### config.mk
export PLATFORM = sky130hd
export DESIGN_NAME = pcmodule
export DESIGN_NICKNAME = d
export VERILOG_FILES = /design/src/rtl/pcmodule.sv
export SDC_FILE = /design/constraint.sdc
export NUM_CORES = 1
export LEC_CHECK = 0
export CORE_UTILIZATION = 40
export CTS_BUF_LIST = sky130_fd_sc_hd__clkbuf_16
export DETAILED_ROUTE_END_ITERATION = 8
export MAX_ROUTING_LAYER = met4
export PLACE_DENSITY = 0.84
export SYNTH_ARGS = -nofsm -noshare
export SYNTH_HDL_FRONTEND = slang
export SYNTH_SLANG_ARGS = --single-unit
### constraint.sdc
create_clock -name clock -period 2.6 [get_ports clock]
set_input_delay 0.26 -clock clock [delete_from_list [all_inputs] [get_ports clock]]
set_output_delay 0.26 -clock clock [all_outputs]
set_load 0.01 [all_outputs]
### src/rtl/pcmodule.sv
// pcmodule: program counter with next/stack/branch/jump sources; optional pc_hold port when PC_HOLD_EN is defined
module pcmodule #(
   parameter logic [31:0] RESET_VECTOR = 32'h0000_0000
) (
   input  logic        clock,
   input  logic        reset,
`ifdef PC_HOLD_EN
   input  logic        pc_hold,
`endif
   input  logic [31:0] I_TypeImmediate,
   input  logic [31:0] J_TypeImmediate,
   input  logic [31:0] topstack,
   input  logic [1:0]  sig_pc_src,
   output logic [31:0] PC,
   output logic [31:0] pc_plus_1
);
   logic [31:0] pc_q = RESET_VECTOR;
   logic [31:0] pc_d;
   logic [31:0] pc_sel;
   logic        hold;
`ifdef PC_HOLD_EN
   assign hold = pc_hold;
`else
   assign hold = 1'b0;
`endif
   assign PC        = pc_q;
   assign pc_plus_1 = pc_q + 32'd1;
   // case with default so an unknown select falls back to sequential fetch
   always_comb begin
      pc_sel = pc_plus_1;
      case (sig_pc_src)
         2'b01:   pc_sel = topstack;
         2'b10:   pc_sel = pc_q + I_TypeImmediate;
         2'b11:   pc_sel = {pc_q[31:26], J_TypeImmediate[25:0]};
         default: pc_sel = pc_plus_1;
      endcase
      pc_d = reset ? RESET_VECTOR : hold ? pc_q : pc_sel;
   end
   always_ff @(posedge clock) pc_q <= pc_d;
endmodule

### Word level (Yosys, flattened, before mapping)

Cells that the tools add are included.

* logic and storage cells: 8
* register bits: 32
* output and inout port bits: 64
* bits of input ports: 100

* mux-type cells: 1
* add/sub/neg operators: 2
* equality and inequality tests: 3

Operators with widths (count)
* $pmux 32 s3: 1
* $add 32x1->32 const B: 1
* $add 32x32->32: 1
* $eq 2x2->1 const B: 2
* $eq 2x1->1 const B: 1

### Depth between registers and ports, before layout

* depth in word-level cells: 2
* gate-level depth with buffers: 11

### Least setup slack after synthesis

Ideal clock, no wire load.

* kind: register to register
* start point: register pc_q[0] (netlist: PC[0])
* end point: register pc_q[24] (netlist: PC[24])
* arrival time: 2.698 ns
* data required time: 2.522 ns
* cell stages (with the launch flop): 12
* slack: -0.176 ns
* setup time: 0.078 ns
* cell sequence: dfxtp_1 > ha_1 > inv_1 > fa_1 > nor2b_1 > o21ai_0 > a211o_1 > o21ai_1 > a2111oi_0 > or2_2 > o311a_1 > nor3_1

* longest elaborated chain between the ends: 2

Ends and longest elaborated chain
* from (decl): RTL line 17 `logic [31:0] pc_q = RESET_VECTOR;`
* from (signal assigned): RTL line 39 `always_ff @(posedge clock) pc_q <= pc_d;`
* $add 32x1->32 / $add 32x32->32 (equally long branches): RTL line 27, 33
* $pmux 32 s3 *: RTL line 31 `case (sig_pc_src)`

Mark *: on every way between the ends. The rest lies on a longest branch, timed or not.
A chain may end at the register's enable or synchronous reset.

### Worst setup path after layout

* start point: register pc_q[0] (netlist: PC[0])
* end point: register pc_q[16] (netlist: PC[16])

The elaborated chain is that of the path after synthesis.

==> results.json <==
{
  "violations": "setup timing",
  "slew_headroom": 0.662,
  "ys_top_cells_by_count": "nand2_1, a21oi_1, nor2_1, xnor2_1",
  "layout_min_cycle_time_ns": 2.76,
  "ys_types": 70,
  "ir_drop_mv": 0.344,
  "finClkSkew_ns": 0.00864,
  "dieArea_um2": 10300,
  "p_leak_nw": 3.17,
  "htree_levels": 2,
  "cp_cell_sequence": "ha_4, inv_2, fa_2, nor2b_4, o21ai_2, a211o_1, o21ai_2, buf_4, a21boi_2, xnor2_1, mux4_2, nor2b_1",
  "slew_viol_final": 0,
  "slowest_delay_ns": 0.47,
  "grtUsageTotal": 0.351,
  "avgSynthCellArea_um2": 7.98,
  "grt_pass1_vias": 5404,
  "synth_edf_count": 0,
  "critical_path_class": "reg2reg",
  "start_util": 0.411,
  "synth.net_count": 631,
  "ys.flop_type": "dfxtp_1",
  "slowest_stage": "mux4_2",
  "pwr_density_cell_nw_per_um2": 443,
  "final_nets": 906,
  "antenna_cells": 0,
  "async_flop_share": 0,
  "holdCritPathClass": "in2reg",
  "io_pins": 164,
  "drc_errors": 0,
  "clock_latency_ns": 0.28,
  "drive_gt1_frac": 0.310,
  "path_buf_inv": 2,
  "firstDrtPassIters": 7,
  "synth_seq_cells": 32,
  "syn_area_um2": 3980,
  "dieHeight_um": 102,
  "cp-start-kind": "flop",
  "wire_per_inst_um": 20.5,
  "hold_violations": 0,
  "area_growth_pct": 80.1,
  "syn_inst": 498,
  "setup_viol": 11,
  "cts.sinks": 32,
  "cp_common_cell": "o21ai_2",
  "gp_congestion": 0.956,
  "cp.required_ns": 2.75,
  "maxCapViolations": 0,
  "port_buffers": 157,
  "fmax_ghz": 0.362,
  "wl_um": 18600,
  "fin_ws_ns": -0.163,
  "core_region_area_um2": 9680,
  "antenna_left": 0,
  "root_buffer": "clkbuf_16",
  "cts_inserted_buffers": 5,
  "die_w_um": 102,
  "hold_slack_ns": 0.641,
  "drt-initial-drc-count": 353,
  "ys_seq_area_frac": 0.161,
  "grt_pass1_wl_um": 26900,
  "ys_top_cells_by_area": "dfxtp_1, ha_1, mux4_2",
  "vias": 5410,
  "antenna_found_initial": 0,
  "cts_tree": "yes",
  "clk_pin_slew_ns": 0.06,
  "place_hpwl_um": 13400,
  "crit_family": "compound AO/OA/AOI/OAI gates",
  "rows": 36,
  "cts_hold_buf": 0,
  "arrival_ns": 2.91,
  "worst_pin_slew_ns": 0.505,
  "rsz0062_at_grt": "true",
  "synth_top_area_share": 0.161,
  "timing.final.crit_share": 1.06,
  "yosys.cell_count.top_type": "nand2_1",
  "clockBufferDepth": 2,
  "largest_register_ffs": 32,
  "end_kind": "flop",
  "yosys_warnings": 0,
  "grt_max_degree": 22,
  "viasPerCell": 5.96,
  "fin_util": 0.740,
  "yosysTopAreaCell": "dfxtp_1",
  "gr-total-overflow": 0,
  "critPathMaxFanout": 4,
  "status": "complete, but fails checks"
}
cell type report:
cell class,instances,area (um2)
timing repair buffer,292,2570
multi-input combinational,430,3560
clock buffer,5,125
clock inverter,3,42.5
tap,133,166
inverter,12,45.0
fill,668,2520
sequential,32,651
report_power, final:
| group | internal (mW) | switching (mW) |
|---|---|---|
| registers | 0.550 | 0.0847 |
| clock network | 0.451 | 0.248 |
| logic | 1.00 | 0.838 |
worst register-to-register path, delay by kind of cell (launching register included):
| kind | cells | cell delay, ns |
|---|---|---|
| buffers and inverters | 2 | 0.18 |
| XOR/XNOR | 1 | 0.13 |
| adder cells (fa/ha/maj) | 2 | 0.53 |
| multiplexers | 1 | 0.47 |
| AND/OR/NAND/NOR | 2 | 0.30 |
| AO/OA/AOI/OAI | 4 | 0.67 |
| flip-flops | 1 | 0.37 |
placed cells by master (no fill, tap or decap), types with 7 or more instances in the layout:
master,netlist,layout
nand3_1,16,16
dlygate4sd2_1,0,15
ha_1,32,24
inv_1,12,11
nand2_1,46,46
a21oi_1,45,38
and3_1,11,10
nor2_1,44,42
o22ai_1,7,7
a21o_1,11,10
xnor2_1,34,30
dfxtp_1,32,26
mux4_2,16,16
o21ai_0,19,15
nand4_1,9,9
nor2b_1,19,17
xor2_1,21,18
buf_4,1,130
clkdlybuf4s50_1,0,132
layer usage:
metal | part of all wire | global-route usage
met3 | 0.082 | 0.0352
met1 | 0.38 | 0.415
met5 | 0 | -
met2 | 0.49 | 0.594
met4 | 0.047 | 0.173
kinds of logic after synthesis:
| logic type | after synthesis | share of synthesized area |
|---|---|---|
| flops | 32 | 0.161 |
| buf+inv | 36 | 0.0359 |
| fa+ha+maj | 33 | 0.106 |
| xor+xnor | 56 | 0.125 |
| compound gates | 133 | 0.217 |
| simple gates | 184 | 0.244 |
| mux | 24 | 0.112 |
through the flow:
step                      setup WS, ns  total power, mW  TNS, ns  cells  instance area [um2]
after floorplan                 0.0202             1.43        0    498                 3980
after global placement          -0.555             2.24    -8.25    882                 6520
after detailed placement        -0.663             2.28   -10.88    882                 6520
after CTS                      -0.0602             3.03   -0.145    899                 6930
after global routing            -0.389             3.31    -2.95    907                 7160
final                           -0.163             3.18   -0.744    907                 7160
what timing repair did:
item / 4_1_cts / 5_1_grt
resized for setup: 64 / 52
setup buffers: 9 / 8
cloned: 0 / 0
pin swaps: 17 / 25
endpoints found under the setup margin: 40 / 32
final timing paths:
kind                             from  endpoint  slack, ns  cells past startpoint
setup / recovery                PC[0]    PC[16]      -0.16                     12
hold / removal    J_TypeImmediate[18]    PC[18]       0.64                      3
hold reg to reg                PC[26]    PC[26]       0.67                      2
setup reg to reg                PC[0]    PC[16]      -0.16                     12
Note: power is estimated with default switching activity, not from simulation.
